==> src/rtl/shreg_pkg.sv <==
// Shared types and helpers for the divider's multi-mode shift register.
package shreg_pkg;

  typedef enum logic [1:0] {
    SHREG_HOLD = 2'b00,
    SHREG_LOAD = 2'b01,
    SHREG_SHL  = 2'b10,
    SHREG_SHR  = 2'b11
  } shreg_mode_e;

  // Bits needed to hold a count of 0..width inclusive.
  function automatic int count_width(input int width);
    return $clog2(width + 1);
  endfunction

endpackage

==> src/rtl/shift_counter.sv <==
// Saturating up-counter with registered at-max flag; clear beats increment.
module shift_counter #(
  parameter int MAX = 16,
  parameter int CW  = $clog2(MAX + 1)
) (
  input  logic          clk,
  input  logic          rst,
  input  logic          clear,
  input  logic          increment,
  output logic [CW-1:0] count,
  output logic          at_max
);

  logic [CW-1:0] count_nxt;

  function automatic logic [CW-1:0] sat_inc(input logic [CW-1:0] c);
    return (c == CW'(MAX)) ? c : c + 1'b1;
  endfunction

  always_comb begin
    count_nxt = count;
    if (clear)
      count_nxt = '0;
    else if (increment)
      count_nxt = sat_inc(count);
  end

  // at_max is registered from the next count so it lines up with count
  always_ff @(posedge clk) begin
    if (rst) begin
      count  <= '0;
      at_max <= 1'b0;
    end else begin
      count  <= count_nxt;
      at_max <= (count_nxt == CW'(MAX));
    end
  end

endmodule

==> src/rtl/shift_register_n.sv <==
// Multi-mode register (hold/load/shift left/shift right) with a saturating shift counter.
// Build option SHREG_ROTATE_EN: arith=1 in shift-left mode rotates instead of using serial_in.
module shift_register_n
  import shreg_pkg::*;
#(
  parameter int              WIDTH       = 16,
  parameter logic [WIDTH-1:0] RESET_VALUE = '0,
  localparam int             CW          = count_width(WIDTH)
) (
  input  logic             clk,
  input  logic             rst,
  input  logic [1:0]       mode,
  input  logic [WIDTH-1:0] input_data,
  input  logic             serial_in,
  input  logic             arith,
  input  logic             clr_count,
  output logic [WIDTH-1:0] output_data,
  output logic             shift_out,
  output logic [CW-1:0]    shift_count,
  output logic             done
);

  shreg_mode_e      mode_e;
  logic [WIDTH-1:0] data_nxt;
  logic             sout_nxt;
  logic             is_shift;
  logic             cnt_clear;

  assign mode_e    = shreg_mode_e'(mode);
  assign is_shift  = (mode_e == SHREG_SHL) || (mode_e == SHREG_SHR);
  assign cnt_clear = clr_count || (mode_e == SHREG_LOAD);

  always_comb begin
    data_nxt = output_data;
    sout_nxt = shift_out;
    case (mode_e)
      SHREG_LOAD: data_nxt = input_data;
      SHREG_SHL: begin
`ifdef SHREG_ROTATE_EN
        data_nxt = {output_data[WIDTH-2:0], arith ? output_data[WIDTH-1] : serial_in};
`else
        data_nxt = {output_data[WIDTH-2:0], serial_in};
`endif
        sout_nxt = output_data[WIDTH-1];
      end
      SHREG_SHR: begin
        data_nxt = {arith ? output_data[WIDTH-1] : serial_in, output_data[WIDTH-1:1]};
        sout_nxt = output_data[0];
      end
      default: ;
    endcase
  end

  always_ff @(posedge clk) begin
    if (rst) begin
      output_data <= RESET_VALUE;
      shift_out   <= 1'b0;
    end else begin
      output_data <= data_nxt;
      shift_out   <= sout_nxt;
    end
  end

  shift_counter #(
    .MAX (WIDTH),
    .CW  (CW)
  ) u_counter (
    .clk       (clk),
    .rst       (rst),
    .clear     (cnt_clear),
    .increment (is_shift),
    .count     (shift_count),
    .at_max    (done)
  );

endmodule

==> config.mk <==
export PLATFORM = sky130hd
export DESIGN_NAME = shift_register_n
export DESIGN_NICKNAME = d
export VERILOG_FILES = /design/src/rtl/shreg_pkg.sv /design/src/rtl/shift_counter.sv /design/src/rtl/shift_register_n.sv
export SDC_FILE = /design/constraint.sdc
export NUM_CORES = 1
export LEC_CHECK = 0
export ABC_AREA = 0
export ABC_CLOCK_PERIOD_IN_PS = 1600
export CAP_MARGIN = 15
export CELL_PAD_IN_SITES_DETAIL_PLACEMENT = 1
export CELL_PAD_IN_SITES_GLOBAL_PLACEMENT = 1
export CORE_ASPECT_RATIO = 1.75
export CORE_MARGIN = 1
export CORE_UTILIZATION = 29
export CTS_BUF_LIST = sky130_fd_sc_hd__clkbuf_4 sky130_fd_sc_hd__clkbuf_8
export DETAILED_ROUTE_END_ITERATION = 10
export GPL_TIMING_DRIVEN = 0
export PLACE_DENSITY_LB_ADDON = 0.05
export SYNTH_ARGS = -nofsm -noshare
export SYNTH_HDL_FRONTEND = slang
export SYNTH_SLANG_ARGS = --single-unit
==> constraint.sdc <==
create_clock -name clk -period 1.6 [get_ports clk]
set_input_delay 0.16 -clock clk [delete_from_list [all_inputs] [get_ports clk]]
set_output_delay 0.16 -clock clk [all_outputs]
set_load 0.05 [all_outputs]
==> flow_results.xml, run 1 <==
<?xml version="1.0" encoding="UTF-8"?>
<metrics>
  <group name="power_and_ir_drop">
    <metric name="p_int" unit="mW">0.956</metric>
    <metric name="switchingPower" unit="mW">0.385</metric>
    <metric name="power.sequential.fraction" unit="%">46.4</metric>
    <metric name="irDropWorstVdd" unit="mV">0.332</metric>
    <metric name="clkPwrFrac" unit="%">28.0</metric>
    <metric name="share_comb_of_total_power" unit="%">25.5</metric>
    <metric name="power.leakage" unit="nW">0.734</metric>
    <metric name="switching_share" unit="%">28.7</metric>
    <metric name="power_density" unit="nW/um^2">739</metric>
  </group>
  <group name="placed_design">
    <metric name="detailed_place_hpwl" unit="um">2580</metric>
    <metric name="io_buffers" unit="">45</metric>
    <metric name="finalWeightedCongestion" unit="">0.727</metric>
  </group>
  <group name="worst_setup_path">
    <metric name="critical-path-top-delay-family" unit="">buffers and inverters</metric>
    <metric name="reg2reg_depth" unit="">6</metric>
    <metric name="timing.critical_path.to_type" unit="">primary output</metric>
    <metric name="worstSetupStartpointType" unit="">flop</metric>
    <metric name="crit_fanout" unit="">2</metric>
    <metric name="worst-r2r-setup-slack" unit="ns">0.05</metric>
    <metric name="cp_slowest_stage_delay" unit="ns">0.80</metric>
    <metric name="worstReg2RegStart" unit="">u_counter.count[1]</metric>
    <metric name="crit_cells" unit="">1</metric>
    <metric name="critical_path_arrival" unit="ns">1.39</metric>
    <metric name="crit_path_top_delay_cell" unit="">clkdlybuf4s50_1</metric>
    <metric name="critPathKind" unit="">reg -&gt; out</metric>
    <metric name="critical_path_required" unit="ns">1.44</metric>
    <metric name="end_of_the_worst_register_to_register_path" unit="">u_counter.at_max</metric>
    <metric name="critPathBufInv" unit="">1</metric>
    <metric name="path_cells" unit="">clkdlybuf4s50_1</metric>
  </group>
  <group name="global_routing">
    <metric name="grt_max_degree" unit="">13</metric>
    <metric name="met3_use_gr" unit="%">2.06</metric>
    <metric name="first_global_vias" unit="">1108</metric>
    <metric name="grt_remaining_overflow" unit="">0</metric>
    <metric name="antenna_found_initial" unit="">0</metric>
    <metric name="grt_most_used_layer" unit="">met2</metric>
    <metric name="grtUsageMet2" unit="%">31.5</metric>
    <metric name="grt_first_pass_wirelength" unit="um">5380</metric>
    <metric name="grt_use_total" unit="%">16.2</metric>
    <metric name="met1_layer_usage_reported_by_global_route" unit="%">16.8</metric>
  </group>
  <group name="yosys">
    <metric name="synth_top_area_cell" unit="">dfxtp_1</metric>
    <metric name="synth_simple_gate_area_share" unit="%">16.2</metric>
    <metric name="ys.warnings.count" unit="">0</metric>
    <metric name="post-synth-top-count-cell" unit="">dfxtp_1</metric>
    <metric name="synthesized_instance_count" unit="">102</metric>
    <metric name="synth_top_cells_by_area" unit="">dfxtp_1, mux4_2, nor2b_1</metric>
    <metric name="synth-edff-count" unit="">0</metric>
    <metric name="synth.top_cells.by_count" unit="">dfxtp_1, nor2b_1, mux4_2</metric>
    <metric name="synth_fp_nets" unit="">127</metric>
    <metric name="synth_area" unit="um^2">1240</metric>
    <metric name="synth_top_area_share" unit="%">37.2</metric>
    <metric name="complex_gate_fraction_of_the_synthesized_area" unit="%">8.20</metric>
    <metric name="combinational_family_with_the_most_area_after_synthesis" unit="">multiplexers</metric>
    <metric name="synth_xor_area_share" unit="%">3.54</metric>
    <metric name="postSynth.topFlopCell" unit="">dfxtp_1</metric>
    <metric name="asyncSetResetFlopFracSynth" unit="%">0</metric>
    <metric name="post_synth_num_cell_types" unit="">28</metric>
    <metric name="synth_adder_area_share" unit="%">2.02</metric>
    <metric name="seq_area_frac_synth" unit="%">37.2</metric>
    <metric name="ys_ff_latch" unit="">23</metric>
    <metric name="post_synthesis_mux_area_share" unit="%">28.9</metric>
    <metric name="synth_area_per_cell" unit="um^2">12.1</metric>
  </group>
  <group name="hold_path">
    <metric name="timing.hold.worst.start" unit="">shift_out</metric>
    <metric name="worstHoldPathType" unit="">reg -&gt; reg</metric>
    <metric name="hold_path_end" unit="">shift_out</metric>
    <metric name="holdPathStages" unit="">2</metric>
  </group>
  <group name="status">
    <metric name="result_of_the_run" unit="">completed</metric>
  </group>
  <group name="timing">
    <metric name="finalSetupTns" unit="ns">0</metric>
    <metric name="finalSetupViolations" unit="">0</metric>
    <metric name="fin_crit_sh" unit="%">97.0</metric>
    <metric name="clock.fmax" unit="MHz">644</metric>
    <metric name="maxSlewViolCount" unit="">0</metric>
    <metric name="hold_ws" unit="ns">0.526</metric>
    <metric name="final.setup_skew" unit="ns">0.00283</metric>
    <metric name="normalized_max_slew_margin" unit="%">66.0</metric>
    <metric name="period_needed" unit="ns">1.55</metric>
    <metric name="timing.final.hold_violations" unit="">0</metric>
    <metric name="worst-slew-pin-transition" unit="ns">0.510</metric>
    <metric name="unrepaired_setup_endpoints_after_global_routing" unit="">false</metric>
  </group>
  <group name="floorplanning">
    <metric name="die_area" unit="um^2">4540</metric>
    <metric name="row_cnt" unit="">31</metric>
    <metric name="die_h" unit="um">88.4</metric>
    <metric name="fp.dieW" unit="um">51.4</metric>
    <metric name="start_util" unit="%">30.1</metric>
    <metric name="core-area" unit="um^2">4110</metric>
    <metric name="floorplan.io_pins" unit="">46</metric>
  </group>
  <group name="cts">
    <metric name="h_tree_lvls" unit="">1</metric>
    <metric name="number_of_sinks_handled_by_clock_tree_synthesis" unit="">23</metric>
    <metric name="cts_made_buffers" unit="">3</metric>
    <metric name="cts-root-to-sink-buffers" unit="">2</metric>
    <metric name="postCtsHoldBufs" unit="">0</metric>
    <metric name="clk_root_buffer_cell" unit="">clkbuf_8</metric>
    <metric name="worstSkewPairLatency" unit="ns">0.26</metric>
    <metric name="reg_clk_slew_reported_paths" unit="ns">0.08</metric>
    <metric name="cts_tree" unit="">yes</metric>
  </group>
  <group name="drt">
    <metric name="detail_route.wirelength" unit="um">3370</metric>
    <metric name="drt-wirelength-per-cell" unit="um">16.8</metric>
    <metric name="avgViaCountPerCell" unit="">5.06</metric>
    <metric name="vias" unit="">1017</metric>
    <metric name="antenna_left" unit="">0</metric>
    <metric name="drtPass1Iterations" unit="">3</metric>
    <metric name="drc" unit="">0</metric>
    <metric name="dr.first_iter.drc_count" unit="">8</metric>
  </group>
  <group name="job">
    <metric name="drv.max_cap_violation_count" unit="">0</metric>
  </group>
  <group name="final_layout">
    <metric name="final_net_count" unit="">178</metric>
    <metric name="syn2layout_area_growth" unit="%">46.9</metric>
    <metric name="nFillCells" unit="">478</metric>
    <metric name="drive_above_1_share" unit="%">23.0</metric>
    <metric name="multiInputGateArea" unit="um^2">743</metric>
    <metric name="num_antenna_cells" unit="">0</metric>
    <metric name="register_area" unit="um^2">470</metric>
  </group>
</metrics>
## state kept, by name (all words and copies together), names as in the netlist
| register | cells |
|---|---|
| u_counter.count | 5 |
| u_counter.at_max | 1 |
| output_data | 16 |
| shift_out | 1 |
## logic make-up (layout without fill, tap and decap cells)
kind of cell               after synthesis  after routing
AOI/OAI and AO/OA                       11             11
xor gates and xnor gates                 5              5
adders and majority gates                2              2
buffers and inverters                    9             59
DFF                                     23             23
muxes                                   17             17
and+or+nand+nor                         35             35
## worst max path at each step
stage                             endpoint                from
after floorplan           u_counter.at_max  u_counter.count[4]
after global placement    u_counter.at_max                 rst
after detailed placement  u_counter.at_max                 rst
after CTS                 u_counter.at_max  u_counter.count[1]
after global routing      u_counter.at_max  u_counter.count[0]
final                            shift_out           shift_out
## final cells by class
cell class | count | share of cell area, %
Clock buffer | 4 | 2.69
Multi-Input combinational cell | 70 | 40.9
Timing Repair Buffer | 46 | 24.5
Tap cell | 49 | 3.38
Sequential cell | 23 | 25.9
Buffer | 6 | 2.00
Inverter | 3 | 0.620
## cells in the final DEF, fill, tap and decap left out, types with 3 or more instances in the layout
cell type,synthesis,routed
clkbuf_8,0,3
dlygate4sd2_1,0,21
nand3_1,3,3
buf_4,3,3
clkdlybuf4s50_1,0,24
mux4_2,15,15
nor2b_1,16,16
dfxtp_1,23,19
inv_1,3,3
nor2_1,7,7
nand2_1,3,3
## metrics by stage
step	setup WS, ns	power [mW]	instance area, um^2	cells	util [%]
final	0.0476	1.34	1820	201	44.2
after global routing	0.000174	1.42	1820	201	44.2
after CTS	0.0102	1.37	1800	201	43.8
after detailed placement	-0.190	0.993	1760	196	42.8
after global placement	-0.180	0.989	1760	196	42.8
after floorplan	0.0104	0.850	1250	102	-
## metal layers
layer,share of wire [%],wire length (um),up-vias
met5,0,0,-
met4,1.5,51,0
met3,4.4,147,4
met2,56,1890,26
met1,38,1280,508
li1,-,-,479
## what timing repair did
action                     in CTS  in global routing
buffers inserted                1                  0
setup endpoints to repair      22                  1
pin swaps                       0                  1
hold endpoints to repair        0                  0
gates resized for setup        21                  3
cloned                          0                  0
## power by group through the flow
stage	combinational [mW]	sequential (mW)	clock [mW]
after floorplan	0.129	0.721	0
after global placement	0.351	0.638	0
after detailed placement	0.354	0.639	0
after CTS	0.346	0.623	0.396
after global routing	0.364	0.627	0.425
final	0.342	0.622	0.376
## worst reg2reg max path, cell delays in order (launching register included)
cell and delay (ns):
dfxtp_4 0.37, inv_1 0.08, ha_2 0.18, and4bb_4 0.31, xnor2_2 0.13, o31ai_2 0.08, o311a_1 0.30
No activity file was read; power rests on OpenSTA's default activity.
==> inputs of run 2 (changes only) <==
--- a/config.mk
+++ b/config.mk
@@ -6,12 +6,10 @@
 export NUM_CORES = 1
 export LEC_CHECK = 0
 export ABC_AREA = 0
-export ABC_CLOCK_PERIOD_IN_PS = 1600
 export CAP_MARGIN = 15
 export CELL_PAD_IN_SITES_DETAIL_PLACEMENT = 1
 export CELL_PAD_IN_SITES_GLOBAL_PLACEMENT = 1
 export CORE_ASPECT_RATIO = 1.75
-export CORE_MARGIN = 1
 export CORE_UTILIZATION = 29
 export CTS_BUF_LIST = sky130_fd_sc_hd__clkbuf_4 sky130_fd_sc_hd__clkbuf_8
 export DETAILED_ROUTE_END_ITERATION = 10
==> constraint.sdc (replaced) <==
create_clock -name clk -period 1.42 [get_ports clk]
set_input_delay 0.142 -clock clk [delete_from_list [all_inputs] [get_ports clk]]
set_output_delay 0.142 -clock clk [all_outputs]
set_load 0.05 [all_outputs]
==> run 2 against run 1 <==
The flow now finishes with violations (setup timing); non-clock buffer count rose by 3; clock skew shrank 0.0012 ns; count of clock-buffer cells in the layout did not move; core utilization increased by 0.97 points; clock power increased by 11%; via count increased by 1.9%; global-route usage increased by 0.33 points; wire length is 1.3% higher; combinational power up 14%; sequential power increased by 13%; largest power group unchanged; highest routed layer unchanged.
==> flow_results.xml, run 2 (synthesis gave the netlist of run 1 again) <==
<?xml version="1.0" encoding="UTF-8"?>
<metrics>
  <group name="global_routing">
    <metric name="grt_first_pass_wirelength" unit="um">5510</metric>
    <metric name="grt_max_degree" unit="">13</metric>
    <metric name="grt_remaining_overflow" unit="">0</metric>
    <metric name="first_global_vias" unit="">1095</metric>
    <metric name="antenna_found_initial" unit="">0</metric>
    <metric name="grt_use_total" unit="%">16.5</metric>
  </group>
  <group name="floorplanning">
    <metric name="fp.dieW" unit="um">51.4</metric>
    <metric name="die_area" unit="um^2">4540</metric>
    <metric name="core-area" unit="um^2">4110</metric>
    <metric name="die_h" unit="um">88.4</metric>
    <metric name="row_cnt" unit="">31</metric>
    <metric name="floorplan.io_pins" unit="">46</metric>
    <metric name="start_util" unit="%">30.1</metric>
  </group>
  <group name="final_layout">
    <metric name="largest_register_ffs" unit="">16</metric>
    <metric name="drive_above_1_share" unit="%">27.1</metric>
    <metric name="final_net_count" unit="">181</metric>
    <metric name="layout_top_registers" unit="">output_data: 16 flops, u_counter.count: 5 flops</metric>
    <metric name="mostFrequentLayoutCells" unit="">dlygate4sd2_1, clkdlybuf4s50_1, dfxtp_1</metric>
    <metric name="layout.cell_area.non_filler" unit="um^2">1860</metric>
    <metric name="registers.top_by_ff_count" unit="">output_data</metric>
    <metric name="num_antenna_cells" unit="">0</metric>
    <metric name="layout.cells.most_common" unit="">dlygate4sd2_1</metric>
    <metric name="syn2layout_area_growth" unit="%">50.1</metric>
  </group>
  <group name="worst_setup_path">
    <metric name="crit_fanout" unit="">5</metric>
    <metric name="critical_path_arrival" unit="ns">1.64</metric>
    <metric name="worstReg2RegStart" unit="">u_counter.count[0]</metric>
    <metric name="reg2reg_depth" unit="">6</metric>
    <metric name="timing.critical_path.to_type" unit="">flop</metric>
    <metric name="critical_path_required" unit="ns">1.57</metric>
    <metric name="worstSetupStartpointType" unit="">flop</metric>
    <metric name="worst-r2r-setup-slack" unit="ns">-0.07</metric>
    <metric name="critPathKind" unit="">reg -&gt; reg</metric>
    <metric name="end_of_the_worst_register_to_register_path" unit="">u_counter.at_max</metric>
  </group>
  <group name="cts">
    <metric name="cts_tree" unit="">yes</metric>
    <metric name="reg_clk_slew_reported_paths" unit="ns">0.08</metric>
    <metric name="cts-root-to-sink-buffers" unit="">2</metric>
    <metric name="worstSkewPairLatency" unit="ns">0.26</metric>
    <metric name="clk_root_buffer_cell" unit="">clkbuf_8</metric>
    <metric name="number_of_sinks_handled_by_clock_tree_synthesis" unit="">23</metric>
    <metric name="cts_made_buffers" unit="">3</metric>
    <metric name="h_tree_lvls" unit="">1</metric>
  </group>
  <group name="timing">
    <metric name="finalSetupViolations" unit="">1</metric>
    <metric name="maxSlewViolCount" unit="">0</metric>
    <metric name="hold_ws" unit="ns">0.465</metric>
    <metric name="fin_crit_sh" unit="%">105</metric>
    <metric name="timing.final.hold_violations" unit="">0</metric>
    <metric name="worst-slew-pin-transition" unit="ns">0.503</metric>
    <metric name="final.setup_skew" unit="ns">0.00165</metric>
    <metric name="final.setup.worst_slack" unit="ns">-0.0745</metric>
    <metric name="normalized_max_slew_margin" unit="%">66.6</metric>
    <metric name="period_needed" unit="ns">1.49</metric>
    <metric name="clock.fmax" unit="MHz">669</metric>
    <metric name="unrepaired_setup_endpoints_after_global_routing" unit="">true</metric>
  </group>
  <group name="power_and_ir_drop">
    <metric name="share_comb_of_total_power" unit="%">25.8</metric>
    <metric name="power_density" unit="nW/um^2">815</metric>
    <metric name="power.sequential.fraction" unit="%">46.4</metric>
    <metric name="power.leakage" unit="nW">0.779</metric>
    <metric name="irDropWorstVdd" unit="mV">0.459</metric>
    <metric name="clkPwrFrac" unit="%">27.7</metric>
    <metric name="switchingPower" unit="mW">0.431</metric>
    <metric name="p_int" unit="mW">1.08</metric>
    <metric name="switching_share" unit="%">28.5</metric>
  </group>
  <group name="job">
    <metric name="drv.max_cap_violation_count" unit="">0</metric>
  </group>
  <group name="hold_path">
    <metric name="hold_path_end" unit="">output_data[13]</metric>
    <metric name="holdPathStages" unit="">3</metric>
    <metric name="worstHoldPathType" unit="">in -&gt; reg</metric>
    <metric name="timing.hold.worst.start" unit="">mode[1]</metric>
  </group>
  <group name="placed_design">
    <metric name="io_buffers" unit="">45</metric>
    <metric name="placement.setup.worst_slack" unit="ns">-0.322</metric>
    <metric name="finalWeightedCongestion" unit="">0.747</metric>
    <metric name="detailed_place_hpwl" unit="um">2640</metric>
    <metric name="post_dp_cell_area" unit="um^2">1770</metric>
  </group>
  <group name="drt">
    <metric name="avgViaCountPerCell" unit="">5.08</metric>
    <metric name="dr.first_iter.drc_count" unit="">7</metric>
    <metric name="detail_route.wirelength" unit="um">3410</metric>
    <metric name="antenna_left" unit="">0</metric>
    <metric name="drtPass1Iterations" unit="">3</metric>
    <metric name="drc" unit="">0</metric>
    <metric name="vias" unit="">1036</metric>
    <metric name="drt-wirelength-per-cell" unit="um">16.7</metric>
  </group>
  <group name="status">
    <metric name="failed_checks" unit="">setup timing</metric>
    <metric name="result_of_the_run" unit="">finished, violations left</metric>
  </group>
</metrics>
run 2: power groups by stage:
| stage | clock network (mW) | logic [mW] | registers, mW |
|---|---|---|---|
| final | 0.419 | 0.391 | 0.703 |
| after detailed placement | 0 | 0.398 | 0.722 |
| after floorplan | 0 | 0.146 | 0.813 |
| after CTS | 0.450 | 0.388 | 0.704 |
| after global placement | 0 | 0.397 | 0.720 |
| after global routing | 0.481 | 0.416 | 0.708 |
run 2: routing by layer:
layer / global-route usage (%) / vias up / wire length [um]
met5: 0 / - / 0
met4: 6.63 / 0 / 29
met3: 1.89 / 2 / 126
met2: 32.3 / 24 / 1990
met1: 17.3 / 526 / 1260
li1: - / 484 / -
run 2: final cells by class:
type / count / area, um^2
fillers: 482 / 2260
multi-input cells: 70 / 743
flip-flops and latches: 23 / 472
repair buffers: 49 / 454
plain buffers: 6 / 65.1
well taps: 49 / 61.3
clock buffers: 4 / 48.8
inverters: 3 / 11.3
run 2: worst max path at each step:
stage | startpoint | endpoint | cells after the start
finish | u_counter.count[0] | u_counter.at_max | 6
global route | u_counter.count[0] | u_counter.at_max | 6
floorplan | u_counter.count[0] | u_counter.at_max | 6
detailed placement | mode[0] | output_data[12] | 4
CTS | u_counter.count[1] | u_counter.at_max | 6
global placement | rst | u_counter.at_max | 4
run 2: repair_timing:
item | 4_1_cts | 5_1_grt
setup endpoints to repair | 38 | 19
buffers inserted | 3 | 1
resized for setup | 26 | 12
endpoints found under the hold margin | 0 | 0
hold buffers | 0 | 0
pin swaps | 0 | 0
run 2: worst max-delay path: stages, from the launching register on:
cell and delay (ns):
dfxtp_4 0.37, inv_2 0.06, ha_2 0.15, and4bb_4 0.30, xnor2_2 0.13, o31ai_2 0.08
o311a_1 0.29
run 2: per-stage QoR:
step	std cells	power (mW)	utilization (%)	TNS, ns
finish	204	1.51	45.1	-0.0745
global route	204	1.60	45.1	-0.106
CTS	203	1.54	44.3	-0.0815
detailed placement	196	1.12	43.0	-5.65
global placement	196	1.12	43.0	-5.21
floorplan	102	0.959	-	-0.0724
